$ cat config.mk
export PLATFORM = sky130hd
export DESIGN_NAME = maze_update_scheduler
export DESIGN_NICKNAME = d
export VERILOG_FILES = /design/src/rtl/maze_pkg.sv /design/src/rtl/maze_fifo.sv /design/src/rtl/maze_update_scheduler.sv
export SDC_FILE = /design/constraint.sdc
export NUM_CORES = 1
export LEC_CHECK = 0
export ABC_AREA = 1
export ABC_CLOCK_PERIOD_IN_PS = 2700
export BUFFER_PORTS_ARGS = -buffer_cell sky130_fd_sc_hd__buf_4
export CORE_ASPECT_RATIO = 2
export CORE_MARGIN = 2
export CORE_UTILIZATION = 40
export CTS_CLUSTER_SIZE = 14
export DETAILED_ROUTE_END_ITERATION = 8
export PLACE_DENSITY_LB_ADDON = 0.12
export SYNTH_ARGS = -nofsm -noshare
export SYNTH_HDL_FRONTEND = slang
export SYNTH_HIERARCHICAL = 1
export SYNTH_SLANG_ARGS = --single-unit
$ cat constraint.sdc
create_clock -name CLK -period 2.7 [get_ports CLK]
set_clock_uncertainty 0.1 [all_clocks]
set_input_delay 0.54 -clock CLK [delete_from_list [all_inputs] [get_ports CLK]]
set_output_delay 0.54 -clock CLK [all_outputs]
set_load 0.1 [all_outputs]
$ cat src/rtl/maze_pkg.sv
// Shared maze constants: grid size, update-word field positions, tile bit meanings
// and the scheduler state encoding.
package maze_pkg;

    localparam int GRID_W = 5;
    localparam int GRID_H = 4;

    localparam int X_MSB = 15;
    localparam int X_LSB = 13;
    localparam int Y_MSB = 12;
    localparam int Y_LSB = 11;

    localparam int TILE_DONE     = 0;
    localparam int TILE_ROBOT    = 1;
    localparam int TILE_EXPLORED = 2;
    localparam int TILE_TOP      = 3;
    localparam int TILE_RIGHT    = 4;
    localparam int TILE_BOTTOM   = 5;
    localparam int TILE_LEFT     = 6;

    localparam logic [2:0]  X_LAST     = 3'(GRID_W - 1);
    localparam logic [1:0]  Y_LAST     = 2'(GRID_H - 1);
    // Bits [10:8] are reserved and always forced to zero on issued words.
    localparam logic [15:0] ISSUE_MASK = 16'hF8FF;

    typedef enum logic [1:0] {
        ST_IDLE  = 2'd0,
        ST_RADIO = 2'd1,
        ST_CLEAR = 2'd2
    } sched_state_t;

    function automatic logic [15:0] make_word(input logic [2:0] x, input logic [1:0] y,
                                              input logic [7:0] tile);
        return {x, y, 3'b000, tile};
    endfunction

endpackage

$ cat src/rtl/maze_fifo.sv
// Small power-of-two FIFO with first-word fall-through read; a push on a full
// FIFO is accepted only when a pop happens in the same cycle.
module maze_fifo #(
    parameter int DEPTH = 4,
    parameter int WIDTH = 16
) (
    input  logic             clk,
    input  logic             rst,
    input  logic             i_push,
    input  logic             i_pop,
    input  logic [WIDTH-1:0] i_wr_data,
    output logic [WIDTH-1:0] o_rd_data,
    output logic             o_full,
    output logic             o_empty
);

    localparam int AW = (DEPTH > 1) ? $clog2(DEPTH) : 1;
    localparam int CW = $clog2(DEPTH + 1);

    logic [WIDTH-1:0] r_mem [DEPTH];
    logic [AW-1:0]    r_wr_ptr;
    logic [AW-1:0]    r_rd_ptr;
    logic [CW-1:0]    r_count;
    logic             w_do_push;
    logic             w_do_pop;

    assign o_full    = (r_count == CW'(DEPTH));
    assign o_empty   = (r_count == '0);
    assign w_do_pop  = i_pop && !o_empty;
    assign w_do_push = i_push && (!o_full || w_do_pop);
    assign o_rd_data = r_mem[r_rd_ptr];

    always_ff @(posedge clk) begin
        if (w_do_push) begin
            r_mem[r_wr_ptr] <= i_wr_data;
        end
    end

    always_ff @(posedge clk or posedge rst) begin
        if (rst) begin
            r_wr_ptr <= '0;
            r_rd_ptr <= '0;
            r_count  <= '0;
        end else begin
            if (w_do_push) begin
                r_wr_ptr <= r_wr_ptr + 1'b1;
            end
            if (w_do_pop) begin
                r_rd_ptr <= r_rd_ptr + 1'b1;
            end
            case ({w_do_push, w_do_pop})
                2'b10:   r_count <= r_count + 1'b1;
                2'b01:   r_count <= r_count - 1'b1;
                default: r_count <= r_count;
            endcase
        end
    end

endmodule

$ cat src/rtl/maze_update_scheduler.sv
// Merges radio tile updates and full-grid clear sweeps into one write stream,
// issuing words only while the display is blanked.
module maze_update_scheduler
    import maze_pkg::*;
#(
    parameter int         FIFO_DEPTH = 4,
    parameter logic [7:0] CLEAR_DATA = 8'h00
) (
    input  logic        CLK,
    input  logic        RESET,
    input  logic [15:0] RADIO_DATA,
    input  logic        RADIO_VAL,
    input  logic        CLEAR_REQ,
    input  logic        BLANK,
    output logic [15:0] DATA_OUT,
    output logic        DATA_VAL_OUT,
    output logic        BUSY,
    output logic        OVERFLOW,
    output logic [7:0]  BAD_CNT
);

    sched_state_t r_state;
    logic [2:0]   r_clr_x;
    logic [1:0]   r_clr_y;
    logic [15:0]  r_data_out;
    logic         r_data_val;
    logic         r_overflow;
    logic [7:0]   r_bad_cnt;

    logic         w_x_valid;
    logic         w_push;
    logic         w_pop;
    logic         w_full;
    logic         w_empty;
    logic [15:0]  w_fifo_in;
    logic [15:0]  w_fifo_out;

    assign w_x_valid = (RADIO_DATA[X_MSB:X_LSB] <= X_LAST);
    assign w_push    = RADIO_VAL && w_x_valid;
    assign w_fifo_in = RADIO_DATA & ISSUE_MASK;
    // Popping is allowed from IDLE too, so a lone word reaches the output in two cycles.
    assign w_pop     = (r_state != ST_CLEAR) && !w_empty && BLANK && !CLEAR_REQ;

    maze_fifo #(
        .DEPTH (FIFO_DEPTH),
        .WIDTH (16)
    ) u_fifo (
        .clk       (CLK),
        .rst       (RESET),
        .i_push    (w_push),
        .i_pop     (w_pop),
        .i_wr_data (w_fifo_in),
        .o_rd_data (w_fifo_out),
        .o_full    (w_full),
        .o_empty   (w_empty)
    );

    always_ff @(posedge CLK or posedge RESET) begin
        if (RESET) begin
            r_state    <= ST_IDLE;
            r_clr_x    <= '0;
            r_clr_y    <= '0;
            r_data_out <= '0;
            r_data_val <= 1'b0;
        end else begin
            r_data_val <= 1'b0;
            if (w_pop) begin
                r_data_out <= w_fifo_out;
                r_data_val <= 1'b1;
            end
            case (r_state)
                ST_IDLE: begin
                    if (CLEAR_REQ) begin
                        r_state <= ST_CLEAR;
                    end else if (!w_empty) begin
                        r_state <= ST_RADIO;
                    end
                end
                ST_RADIO: begin
                    if (CLEAR_REQ) begin
                        r_state <= ST_CLEAR;
                    end else if (w_empty) begin
                        r_state <= ST_IDLE;
                    end
                end
                ST_CLEAR: begin
                    if (BLANK) begin
                        r_data_out <= make_word(r_clr_x, r_clr_y, CLEAR_DATA);
                        r_data_val <= 1'b1;
                        if (r_clr_x == X_LAST && r_clr_y == Y_LAST) begin
                            r_state <= ST_IDLE;
                            r_clr_x <= '0;
                            r_clr_y <= '0;
                        end else if (r_clr_x == X_LAST) begin
                            r_clr_x <= '0;
                            r_clr_y <= r_clr_y + 1'b1;
                        end else begin
                            r_clr_x <= r_clr_x + 1'b1;
                        end
                    end
                end
                default: r_state <= ST_IDLE;
            endcase
        end
    end

    always_ff @(posedge CLK or posedge RESET) begin
        if (RESET) begin
            r_overflow <= 1'b0;
            r_bad_cnt  <= '0;
        end else begin
            if (w_push && w_full && !w_pop) begin
                r_overflow <= 1'b1;
            end
            if (RADIO_VAL && !w_x_valid && r_bad_cnt != 8'hFF) begin
                r_bad_cnt <= r_bad_cnt + 8'd1;
            end
        end
    end

    assign DATA_OUT     = r_data_out;
    assign DATA_VAL_OUT = r_data_val;
    assign BUSY         = (r_state == ST_CLEAR) || !w_empty;
    assign OVERFLOW     = r_overflow;
    assign BAD_CNT      = r_bad_cnt;

endmodule

# Yosys cells after proc, flatten, opt, wreduce, memory -nomap -nowiden
# Memories as Yosys holds them, arrays and structs flattened.
# Cells that the tools add are included.
dict set report totals {
  register_bits 40
  latch_bits 0
  mem_bits_rw 52
  romBits 0
  wordCells 77
  n_memories 1
}
dict set report classes {
  n_addsub 7
  multipliers 0
  div 0
  n_lt_le_gt_ge 1
  n_eq_ne 13
  shifts 0
  n_mux 20
  bitwise_logic 0
  n_reduce_logical 25
}
# name depth width read_ports rd_clocked_by_memory_dff wr line
set memory_table {}
lappend memory_table {u_fifo.r_mem 4 13 1 0 1 maze_fifo.sv:20} ;# logic [WIDTH-1:0] r_mem [DEPTH];
# op n
set op_table {}
lappend op_table {{16-bit 2-to-1 mux} 3}
lappend op_table {{2-bit 2-to-1 mux} 8}
lappend op_table {{1-bit logical AND} 11}
lappend op_table {{8-bit by 1-bit adder with 8-bit output, second input constant} 1}
lappend op_table {{8-bit != test, second input constant} 1}
lappend op_table {{2-bit by 1-bit adder with 2-bit output, second input constant} 3}
lappend op_table {{3-bit by 1-bit adder with 3-bit output, second input constant} 2}
lappend op_table {{2-bit == test, second input constant} 3}
lappend op_table {{3-bit == test, second input constant} 2}
lappend op_table {{3-bit 2-to-1 mux} 2}
lappend op_table {{2-bit != test, second input constant} 3}
lappend op_table {{2-bit case mux with 3 select lines} 1}
lappend op_table {{3-bit case mux with 2 select lines} 1}
lappend op_table {{1-bit zero test} 5}
lappend op_table {{1-bit 2-to-1 mux} 5}
lappend op_table {{2-bit by 1-bit == test with 1-bit output, second input constant} 2}
lappend op_table {{4-bit AND reduction} 1}
lappend op_table {{2-bit nonzero test} 2}
lappend op_table {{3-bit <= comparator, second input constant} 1}
lappend op_table {{3-bit zero test} 1}
lappend op_table {{3-bit by 2-bit != test with 1-bit output, second input constant} 1}
lappend op_table {{3-bit != test, second input constant} 1}
lappend op_table {{3-bit AND reduction} 1}
lappend op_table {{3-bit by 1-bit subtractor with 3-bit output, second input constant} 1}
lappend op_table {{3 further kinds} 4}

# Longest topological paths before layout
# Gate-level depths: netlist of run 1.
dict set report logic_depth {
  word_depth 10
  mapped_depth 18
}

# Hierarchy
# Netlist of run 1, hierarchy kept.
# module n_inst cells_per_inst area_each_um2
set modules_own_cells {}
lappend modules_own_cells {maze_fifo 1 235 2951.6}
lappend modules_own_cells {maze_update_scheduler 1 213 1740.4}

# Worst setup path after synthesis of run 1
# Ideal clock, no wire load.
dict set report synth_path {
  kind {register -> register}
  startpoint {register u_fifo.r_count[0]}
  endpoint {memory u_fifo/r_mem[0][0] (netlist name) (enable)}
  setup_time_ns 0.389
  arrival_time_ns 2.099
  required_ns 2.211
  slack_ns 0.112
  path_stages_with_launch 12
  cell_sequence {dfrtp_1 -> nor2_1 -> nand2_1 -> inv_1 -> nor2_4 -> nand2_2 -> nor2_4 -> buf_6 -> inv_1 -> nand3_2 -> nand2_4 -> nor2_1}
}
dict set report synth_via {
  elab_chain_len 10
  elab_cells_between_ends 12
  classes_between {1 x eq/ne; 2 x mux; 9 x reduce/logical}
}
# element line
set synth_lines {}
lappend synth_lines {{start: declaration} maze_fifo.sv:23} ;# logic [CW-1:0] r_count;
lappend synth_lines {{start signal: assignment} maze_fifo.sv:52} ;# 2'b10: r_count <= r_count + 1'b1;
lappend synth_lines {{start signal: assignment} maze_fifo.sv:53} ;# 2'b01: r_count <= r_count - 1'b1;
lappend synth_lines {{start signal: assignment} maze_fifo.sv:54} ;# default: r_count <= r_count;
lappend synth_lines {{3-bit zero test} maze_fifo.sv:28} ;# assign o_empty = (r_count == '0);
lappend synth_lines {{via w_empty} maze_update_scheduler.sv:34} ;# logic w_empty;
lappend synth_lines {{1-bit zero test} maze_update_scheduler.sv:42} ;# assign w_pop = (r_state != ST_CLEAR) && !w_empty && BLANK && !CLEAR_REQ;
lappend synth_lines {{1-bit logical AND (3 in series)} maze_update_scheduler.sv:42}
lappend synth_lines {{via w_pop} maze_update_scheduler.sv:32} ;# logic w_pop;
lappend synth_lines {{1-bit logical AND} maze_fifo.sv:29} ;# assign w_do_pop = i_pop && !o_empty;
lappend synth_lines {{1-bit logical OR} maze_fifo.sv:30} ;# assign w_do_push = i_push && (!o_full || w_do_pop);
lappend synth_lines {{1-bit logical AND} maze_fifo.sv:30}
lappend synth_lines {{1-bit 2-to-1 mux} maze_fifo.sv:34} ;# if (w_do_push) begin
lappend synth_lines {{1-bit 2-to-1 mux (implied by the code)} maze_fifo.sv:35} ;# r_mem[r_wr_ptr] <= i_wr_data;
lappend synth_lines {{end: declaration} maze_fifo.sv:20}
# The timed path passes the listed nets, and every way through them passes these cells.

# Worst setup path after layout of run 1
dict set report layout_path {
  startpoint {register u_fifo.r_count[0]}
  endpoint {register u_fifo.r_count[2]}
}
dict set report layout_via {
  elab_chain_len 10
  elab_cells_between_ends 16
  classes_between {2 x add/sub; 3 x eq/ne; 1 x mux; 10 x reduce/logical}
}
# element line
set layout_lines {}
lappend layout_lines {{3-bit zero test *} maze_fifo.sv:28}
lappend layout_lines {{via w_empty} maze_update_scheduler.sv:34}
lappend layout_lines {{1-bit zero test *} {maze_fifo.sv:29, maze_update_scheduler.sv:42}}
lappend layout_lines {{1-bit logical AND (3 in series)} maze_update_scheduler.sv:42}
lappend layout_lines {{1-bit logical AND *} maze_fifo.sv:29}
lappend layout_lines {{1-bit logical OR} maze_fifo.sv:30}
lappend layout_lines {{1-bit logical AND} maze_fifo.sv:30}
lappend layout_lines {{2-bit by 1-bit == test with 1-bit output or 2-bit == test (tied branches)} maze_fifo.sv:51} ;# case ({w_do_push, w_do_pop})
lappend layout_lines {{3-bit case mux with 2 select lines or 2-bit nonzero test (tied branches)} --}
# Mark *: on every way through the listed nets, which the timed path passes. The rest lies on a longest branch.
# A chain may end at the register's enable or synchronous reset.

==> flow_summary.ini, run 1 <==
[outcome]
run_status = finished clean

[grt]
grt_pass1_wl_mm = 15.9
vias_in_the_first_global_route = 3011
grt.total_usage = 0.168
grt_overflow_total = 0
initial_antenna_violation_count = 0
grt_max_degree = 35

[finish]
final_design_area_no_fill_sq_mm = 0.00552
nets = 542
syn2layout_area_growth_pct = 17.7
final-instance-count-excl-fill = 661
n_antenna_cell = 0
layout-drive-gt1-share = 0.200

[detailed_routing]
drtIter0Drc = 231
wl_per_cell_microns = 14.5
vias_per_cell = 4.69
detail-route-antenna-nets = 0
finalWirelength_mm = 9.57
drtPass1Iterations = 4
via_total_after_detailed_routing = 3103
drcViolationCount = 0

[synth]
ys_async_sr_fraction = 0.385
yosys.cell_types.count = 32
synth_sequential_area_ratio = 0.623
synth.ff_latch_count = 104
synth_area_sq_mm = 0.00469
yosysWarningCount = 6
synth_area_per_cell_sq_um = 10.5
ranking_of_synthesized_cells_by_area = edfxtp_1, dfrtp_1, nand2_1
post-synth-top-area-cell = edfxtp_1
synth_enable_flop_cells = 64
post_synth_inst_count = 448
netlist.area_leader.share = 0.410
yosys_most_used_dff = edfxtp_1

[setup_path]
cp_slowest_stage_delay_ns = 0.43
list_of_cells_traversed_by_the_critical_path = nor2_2 -> nand2_2 -> inv_2 -> nor2_4 -> nand2_2 -> nor2_4 -> inv_1 -> nand3_2 -> nand2_4 -> ha_1 -> inv_1 -> fa_1 -> nand2_1 -> nand3_1 -> nand2_1 -> nand2_1
r2r_end = u_fifo/r_count[2]$_DFFE_PP0P_
setup.worst_path.class = reg2reg
end_kind = flip-flop
worstSetupStartpointType = flip-flop
timing.rr.start = u_fifo/r_count[0]$_DFFE_PP0P_
critical_path.endpoint = u_fifo/r_count[2]$_DFFE_PP0P_
critical_path.max_fanout = 7
cpMostUsedCell = nand2_1
worst-endpoint-required_ns = 2.83
r2r_slack_ns = 0.26
worstPathArrival_ns = 2.58
timing.reg2reg.worst_path_depth = 16
crit_path_start = u_fifo/r_count[0]$_DFFE_PP0P_
cp_slowest_cell = dfrtp_1

[placed_design]
dp_hpwl_mm = 6.15
placed_area_sq_mm = 0.00521
portBuffers = 44
place.detailed.instances = 645
gp_congestion = 0.773
preCtsSetupSlack_ns = 0.140

[floorplanning]
boundaryPins = 48
die-width_microns = 80.6
floorplan.rows = 56
core_area_sq_mm = 0.0116
die_height_microns = 157
floorplan.die_area_sq_mm = 0.0127
start_util = 0.406

[pwr]
power.leakage_nw = 2.41
vdd.ir_drop.worst_uv = 646
total_power_mw = 6.60
powerDensity_mw_per_mm2 = 1190

[run]
count_of_max_cap_constraint_violations = 0

[clock_tree]
cts_setup_buffers = 0
root_buffer = clkbuf_16
tritoncts = yes
tritoncts.num_buffers = 9
cts_htree_levels = 3
clkLatencyLatePin_ns = 0.34
cts-resized-gates = 0
cts-root-to-sink-buffers = 2
clk_pin_slew_ns = 0.07
number_of_sinks_driven_by_the_clock_tree = 104
holdBufCountCts = 0

[sta]
setup_slack_ns = 0.257
final_max_slew_viol_count = 0
setup_viol = 0
final.setup.tns_ns = 0
finalCritPeriodShare = 0.905
worst-slew-pin-transition_ns = 0.739
grt_setup_unrepaired = false
final-hold-violation-count = 0
finalWorstPathRequiredPeriod_ns = 2.44
max_freq_mhz = 409
timing.slew.headroom = 0.507

[worst_hold_path]
worst_hold_check_path_type = in2async
==> synthesized netlist by cell type, drive strengths merged (2+ instances only) <==
| cell | number |
|---|---|
| nand3 | 21 |
| edfxtp | 64 |
| xor2 | 3 |
| dfrtp | 40 |
| nor2 | 89 |
| nand2 | 83 |
| ha | 9 |
| o21ai | 66 |
| inv | 45 |
| buf | 14 |
| o211ai | 2 |
| nand4 | 4 |
| a21oi | 2 |
==> how the worst min path moves through the flow <==
stage / endpoint / slack [ns] / from
after floorplan: u_fifo/r_count[0]$_DFFE_PP0P_ / 0.24 / RESET
after global routing: u_fifo/r_count[1]$_DFFE_PP0P_ / 0.06 / RESET
after CTS: u_fifo/r_count[1]$_DFFE_PP0P_ / 0.05 / RESET
after detailed placement: OVERFLOW$_DFFE_PP0P_ / 0.35 / OVERFLOW$_DFFE_PP0P_
after global placement: OVERFLOW$_DFFE_PP0P_ / 0.35 / OVERFLOW$_DFFE_PP0P_
final: u_fifo/r_count[1]$_DFFE_PP0P_ / 0.05 / RESET
==> through the flow <==
| stage | util | hold slack (ns) |
|---|---|---|
| finish | 0.478 | 0.0475 |
| global route | 0.478 | 0.0615 |
| global placement | 0.451 | 0.350 |
| floorplan | - | 0.243 |
| detailed placement | 0.451 | 0.352 |
| CTS | 0.477 | 0.0549 |
==> cell families after synthesis <==
group,synth area share
compound gates,0.0856
xor+xnor,0.00747
fa+ha+maj,0.0283
buf+inv,0.0699
flops,0.623
other cells,0.000799
simple gates,0.185
==> critical path, delay by kind of cell (launching register included) <==
kind	cells	cell delay, ns
buf+inv	3	0.25
fa+ha+maj	2	0.55
flops	1	0.43
simple gates	11	1.01
==> area by class of cell <==
cell class / count / area, sq um
Multi-Input combinational cell: 296 / 1490
Inverter: 45 / 176
Clock inverter: 7 / 78.8
Sequential cell: 104 / 2920
Timing Repair Buffer: 55 / 450
Clock buffer: 9 / 225
Fill cell: 1109 / 6040
Tap cell: 145 / 181
==> per-layer routing <==
layer	track usage	vias up	wire, microns
met3	0.0310	6	318
met4	0.0508	0	106
met2	0.294	42	4950
li1	-	1588	-
met5	0	-	0
met1	0.210	1467	4200
==> sequential cells by signal (all words and copies together) (netlist names) <==
register         cells
DATA_OUT            16
r_clr_y              2
u_fifo/r_rd_ptr      2
u_fifo/r_count       3
DATA_VAL_OUT         1
u_fifo/r_mem        64
r_state              2
BAD_CNT              8
r_clr_x              3
u_fifo/r_wr_ptr      2
OVERFLOW             1
==> layout by cell type, fill, tap and decap left out, drive strengths merged <==
cell type	count
o21a	1
dfrtp	40
fa	1
inv	48
nor2	89
o211ai	2
conb	12
nand2	83
xor2	3
clkinv	2
nand3	21
buf	55
o22ai	1
a21oi	2
clkinvlp	1
o21ai	66
nor3	1
nand4	4
edfxtp	64
xnor2	1
ha	9
clkbuf	9
bufinv	1
==> power by group <==
part | total [mW] | switching [mW] | internal [mW]
logic | 2.93 | 2.18 | 0.743
clock network | 1.31 | 0.583 | 0.730
registers | 2.35 | 0.284 | 2.07
No activity file was read; power rests on OpenSTA's default activity.
==> run 2: changes to the inputs <==
--- a/config.mk
+++ b/config.mk
@@ -14,6 +14,7 @@
 export CTS_CLUSTER_SIZE = 14
 export DETAILED_ROUTE_END_ITERATION = 8
 export PLACE_DENSITY_LB_ADDON = 0.12
+export RECOVER_POWER = 50
 export SYNTH_ARGS = -nofsm -noshare
 export SYNTH_HDL_FRONTEND = slang
 export SYNTH_HIERARCHICAL = 1
==> run 2 against run 1 <==
Clock power barely moved. Sequential share of layout area rose by 1.0 points. Wire length rose by 0.19%. Power fell by 1.3%. Final cell count did not move. Combinational power fell by 3%. Cell area fell by 1.9%. Global-route usage did not move. First-iteration DRC count fell by 0.43%. Via count fell by 0.55%. Hold slack improved by 0.0023 ns.
==> flow_summary.ini, run 2 (synthesis gave the netlist of run 1 again) <==
[finish]
mostFrequentLayoutCells = nand2_1, nor2_1, edfxtp_1, o21ai_1, inv_1
regMostFlops = u_fifo/r_mem
n_antenna_cell = 0
syn2layout_area_growth_pct = 15.5
largest_register_ffs = 64
layout-drive-gt1-share = 0.147
nets = 542

[floorplanning]
core_area_sq_mm = 0.0116
floorplan.rows = 56
start_util = 0.406
die-width_microns = 80.6
die_height_microns = 157
floorplan.die_area_sq_mm = 0.0127
boundaryPins = 48

[sta]
setup_viol = 0
grt_setup_unrepaired = false
final.setup.tns_ns = 0
timing.slew.headroom = 0.201
final-hold-violation-count = 0
setup_slack_ns = 0.257
finalCritPeriodShare = 0.905
final_max_slew_viol_count = 0
worst-slew-pin-transition_ns = 1.20
finalWorstPathRequiredPeriod_ns = 2.44
max_freq_mhz = 409

[grt]
grt_overflow_total = 0
grt_max_degree = 35
vias_in_the_first_global_route = 3011
grt_pass1_wl_mm = 15.9
grt.total_usage = 0.168
initial_antenna_violation_count = 0

[clock_tree]
clkLatencyLatePin_ns = 0.34
holdBufCountCts = 0
root_buffer = clkbuf_16
number_of_sinks_driven_by_the_clock_tree = 104
clk_pin_slew_ns = 0.07
cts-root-to-sink-buffers = 2
cts-resized-gates = 0
tritoncts = yes
tritoncts.num_buffers = 9
cts_htree_levels = 3
cts_setup_buffers = 0

[placed_design]
portBuffers = 44
gp_congestion = 0.773
preCtsSetupSlack_ns = 0.140
dp_hpwl_mm = 6.15

[setup_path]
r2r_end = u_fifo/r_count[2]$_DFFE_PP0P_
cp_slowest_stage_delay_ns = 0.43
cp_slowest_cell = dfrtp_1
r2r_slack_ns = 0.26
list_of_cells_traversed_by_the_critical_path = nor2_2 -> nand2_2 -> inv_2 -> nor2_4 -> nand2_2 -> nor2_4 -> inv_1 -> nand3_2 -> nand2_4 -> ha_1 -> inv_1 -> fa_1 -> nand2_1 -> nand3_1 -> nand2_1 -> nand2_1
timing.reg2reg.worst_path_depth = 16
timing.rr.start = u_fifo/r_count[0]$_DFFE_PP0P_
critPathTopFamily = simple AND/OR/NAND/NOR gates
worstSetupStartpointType = flip-flop
cpMostUsedCell = nand2_1
worstPathArrival_ns = 2.58
worst-endpoint-required_ns = 2.83
timing.critical_path.buf_inv = 3
setup.worst_path.class = reg2reg
critical_path.max_fanout = 7
end_kind = flip-flop

[detailed_routing]
vias_per_cell = 4.67
drtPass1Iterations = 4
detail-route-antenna-nets = 0
via_total_after_detailed_routing = 3086
drtIter0Drc = 230
wl_per_cell_microns = 14.5
finalWirelength_mm = 9.58
drcViolationCount = 0

[worst_hold_path]
worst_hold_check_path_type = in2async

[pwr]
powerDensity_mw_per_mm2 = 1200
vdd.ir_drop.worst_uv = 639
power.leakage_nw = 2.31

[outcome]
run_status = finished clean

[run]
count_of_max_cap_constraint_violations = 0
==> run 2: worst max-delay path by stage <==
stage,start,endpoint,slack [ns],depth (start not counted)
floorplan,u_fifo/r_count[0]$_DFFE_PP0P_,u_fifo/r_mem[0][0]$_DFFE_PP_,0.11,11
global placement,u_fifo/r_count[0]$_DFFE_PP0P_,u_fifo/r_count[2]$_DFFE_PP0P_,0.20,16
detailed placement,u_fifo/r_count[0]$_DFFE_PP0P_,u_fifo/r_count[2]$_DFFE_PP0P_,0.14,16
CTS,u_fifo/r_count[0]$_DFFE_PP0P_,u_fifo/r_count[2]$_DFFE_PP0P_,0.14,16
global route,u_fifo/r_count[0]$_DFFE_PP0P_,u_fifo/r_count[2]$_DFFE_PP0P_,0.06,16
finish,u_fifo/r_count[0]$_DFFE_PP0P_,u_fifo/r_count[2]$_DFFE_PP0P_,0.26,16
==> run 2: through the flow <==
step	instances	cell area, sq um	hold WS, ns	util	power [mW]
floorplan	459	4730	0.243	-	4.75
CTS	661	5520	0.0549	0.477	6.66
finish	661	5420	0.0498	0.469	6.51
global route	661	5420	0.0657	0.469	6.92
detailed placement	645	5210	0.352	0.451	5.33
global placement	645	5210	0.350	0.451	5.30
==> run 2: layer usage <==
layer	wire length, microns	GRT usage	part of all wire	vias to the layer above
met5	0	0	0	-
li1	-	-	-	1591
met1	4250	0.210	0.44	1447
met2	4950	0.294	0.52	42
met4	106	0.0508	0.011	0
met3	278	0.0310	0.029	6
==> run 2: where the power goes <==
| part | internal [mW] | switching (mW) |
|---|---|---|
| logic | 0.668 | 2.18 |
| clock network | 0.730 | 0.584 |
| registers | 2.07 | 0.277 |
| total | 3.47 | 3.04 |
==> run 2: area by class of cell <==
class | instances | area (sq um)
Fill cell | 1132 | 6140
Sequential cell | 104 | 2920
Multi-Input combinational cell | 296 | 1480
Timing Repair Buffer | 55 | 358
Clock buffer | 9 | 225
Tap cell | 145 | 181
Inverter | 45 | 176
Clock inverter | 7 | 78.8
==> run 3: changes to the inputs <==
--- a/config.mk
+++ b/config.mk
@@ -6,13 +6,14 @@
 export NUM_CORES = 1
 export LEC_CHECK = 0
 export ABC_AREA = 1
-export ABC_CLOCK_PERIOD_IN_PS = 2700
+export ABC_CLOCK_PERIOD_IN_PS = 2300
 export BUFFER_PORTS_ARGS = -buffer_cell sky130_fd_sc_hd__buf_4
 export CORE_ASPECT_RATIO = 2
 export CORE_MARGIN = 2
 export CORE_UTILIZATION = 40
 export CTS_CLUSTER_SIZE = 14
 export DETAILED_ROUTE_END_ITERATION = 8
+export MAX_ROUTING_LAYER = met4
 export PLACE_DENSITY_LB_ADDON = 0.12
 export RECOVER_POWER = 50
 export SYNTH_ARGS = -nofsm -noshare
==> constraint.sdc (replaced) <==
create_clock -name CLK -period 2.3 [get_ports CLK]
set_clock_uncertainty 0.1 [all_clocks]
set_input_delay 0.46 -clock CLK [delete_from_list [all_inputs] [get_ports CLK]]
set_output_delay 0.46 -clock CLK [all_outputs]
set_load 0.1 [all_outputs]
==> run 3 against run 2 <==
Flip-flop and latch count did not move. First-iteration DRC count fell by 18%. Via count rose by 2.8%. Register-to-register slack got worse by 0.15 ns. Maximum frequency rose by 11%. Final cell count rose by 1.4%.
==> flow_summary.ini, run 3 (synthesis gave the netlist of run 1 again) <==
[finish]
syn2layout_area_growth_pct = 19.1
area_taken_by_multi_input_logic_gates_sq_mm = 0.00153
seqCellArea_sq_mm = 0.00292
layout-drive-gt1-share = 0.210
final_design_area_no_fill_sq_mm = 0.00559
mostFrequentLayoutCells = nand2_1, nor2_1, edfxtp_1, o21ai_1, dfrtp_1
nets = 551
layout.core_utilization = 0.483
largest_register_ffs = 64
layout_commonest_cell = nand2_1
fillCellCount = 1099
n_antenna_cell = 0
regMostFlops = u_fifo/r_mem

[grt]
grt.busiest_layer = met2
grt.met1_usage = 0.196
use_met2 = 0.284
grt_overflow_total = 0
vias_in_the_first_global_route = 3045
grt_use_met3 = 0.0281
grt.total_usage = 0.165
initial_antenna_violation_count = 0
grt_pass1_wl_mm = 15.1
grt_max_degree = 35

[run]
count_of_max_cap_constraint_violations = 0

[setup_path]
timing.critical_path.buf_inv = 3
cp_slowest_stage_delay_ns = 0.41
cp_slowest_cell = dfrtp_1
end_kind = flip-flop
critical_path.max_fanout = 4
worst-endpoint-required_ns = 2.43
critPathTopFamily = simple AND/OR/NAND/NOR gates
list_of_cells_traversed_by_the_critical_path = nor2_4 -> nand2_2 -> inv_2 -> nor2_4 -> nand2_2 -> nor2_4 -> inv_2 -> nand3_4 -> nand2_4 -> ha_4 -> inv_4 -> fa_2 -> nand2_2 -> nand3_2 -> nand2_1 -> nand2_1
worstPathArrival_ns = 2.33
worstSetupStartpointType = flip-flop
setup.worst_path.class = reg2reg

[outcome]
run_status = finished clean

[sta]
final-hold-violation-count = 0
grt_setup_unrepaired = true
worst-slew-pin-transition_ns = 0.900
setup_slack_ns = 0.105
final_max_slew_viol_count = 0
max_freq_mhz = 456
timing.slew.headroom = 0.400
finalWorstPathRequiredPeriod_ns = 2.19
setup_viol = 0
finalCritPeriodShare = 0.954

[detailed_routing]
drtPass1Iterations = 4
via_total_after_detailed_routing = 3173
drcViolationCount = 0
detail-route-antenna-nets = 0
finalWirelength_mm = 9.43
drtIter0Drc = 188
vias_per_cell = 4.74
wl_per_cell_microns = 14.1

[clock_tree]
number_of_sinks_driven_by_the_clock_tree = 104
tritoncts = yes
cts_htree_levels = 3
root_buffer = clkbuf_16
cts-root-to-sink-buffers = 2
tritoncts.num_buffers = 9
clkLatencyLatePin_ns = 0.34
clk_pin_slew_ns = 0.07

[pwr]
total_power_mw = 7.94
vdd.ir_drop.worst_uv = 970
powerDensity_mw_per_mm2 = 1420
power.leakage_nw = 2.40

[floorplanning]
floorplan.die_area_sq_mm = 0.0127
die-width_microns = 80.6
die_height_microns = 157
floorplan.rows = 56
boundaryPins = 48
core_area_sq_mm = 0.0116
start_util = 0.406

[placed_design]
portBuffers = 44
gp_congestion = 0.764
placed_area_sq_mm = 0.00527
dp_hpwl_mm = 6.27
preCtsSetupSlack_ns = 0.0534

[worst_hold_path]
worst_hold_check_path_type = in2reg
[run 3: cell types whose count changed in the layout (fill, tap and decap cells not counted), sizes merged]
cell         delta
clkinv          -1
dlygate4sd3     +1
buf             +8
inv             +1
bufinv          +1
clkinvlp        -1
[run 3: final cells by class]
cell class              count  area share
flip-flops and latches    104       0.523
multi-input cells         296       0.273
repair buffers             64      0.0813
clock buffers               9      0.0403
well taps                 145      0.0325
inverters                  45      0.0320
clock inverters             7      0.0177
[run 3: path summary, 6_finish.rpt]
| check | start | slack, ns | cells after the start | to |
|---|---|---|---|---|
| worst max-delay path | u_fifo/r_count[0]$_DFFE_PP0P_ | 0.11 | 16 | u_fifo/r_count[2]$_DFFE_PP0P_ |
| worst min-delay path | RADIO_DATA[2] | 0.27 | 1 | u_fifo/r_mem[1][2]$_DFFE_PP_ |
| worst max register to register | u_fifo/r_count[0]$_DFFE_PP0P_ | 0.11 | 16 | u_fifo/r_count[2]$_DFFE_PP0P_ |
| worst min register to register | OVERFLOW$_DFFE_PP0P_ | 0.40 | 2 | OVERFLOW$_DFFE_PP0P_ |
| max in group asynchronous | RESET | 0.69 | 4 | r_clr_y[0]$_DFFE_PP0P_ |
| min in group asynchronous | RESET | 0.52 | 3 | u_fifo/r_wr_ptr[0]$_DFFE_PP0P_ |
[run 3: through the flow]
step / TNS (ns) / cells / hold slack (ns)
after floorplan: 0 / 459 / 0.163
after global placement: 0 / 647 / 0.328
after detailed placement: 0 / 647 / 0.332
after CTS: 0 / 664 / 0.206
after global routing: -0.0533 / 670 / 0.290
final: 0 / 670 / 0.270
[run 3: timing repair]
| item | CTS | global route |
|---|---|---|
| hold buffers | 1 | 0 |
| endpoints found under the hold margin | 7 | 0 |
| setup endpoints to repair | 0 | 2 |
| resized for setup | 0 | 11 |
| buffers inserted | 0 | 6 |
[run 3: where the power goes]
group	switching, mW	internal (mW)
Clock	0.691	0.966
Combinational	2.65	0.905
Sequential	0.297	2.43
Total	3.64	4.30
[run 3: layer usage]
metal / vias to the layer above / wire length [microns]
li1: 1610 / -
met1: 1508 / 4080
met2: 47 / 4930
met3: 8 / 279
met4: 0 / 133
met5: - / 0
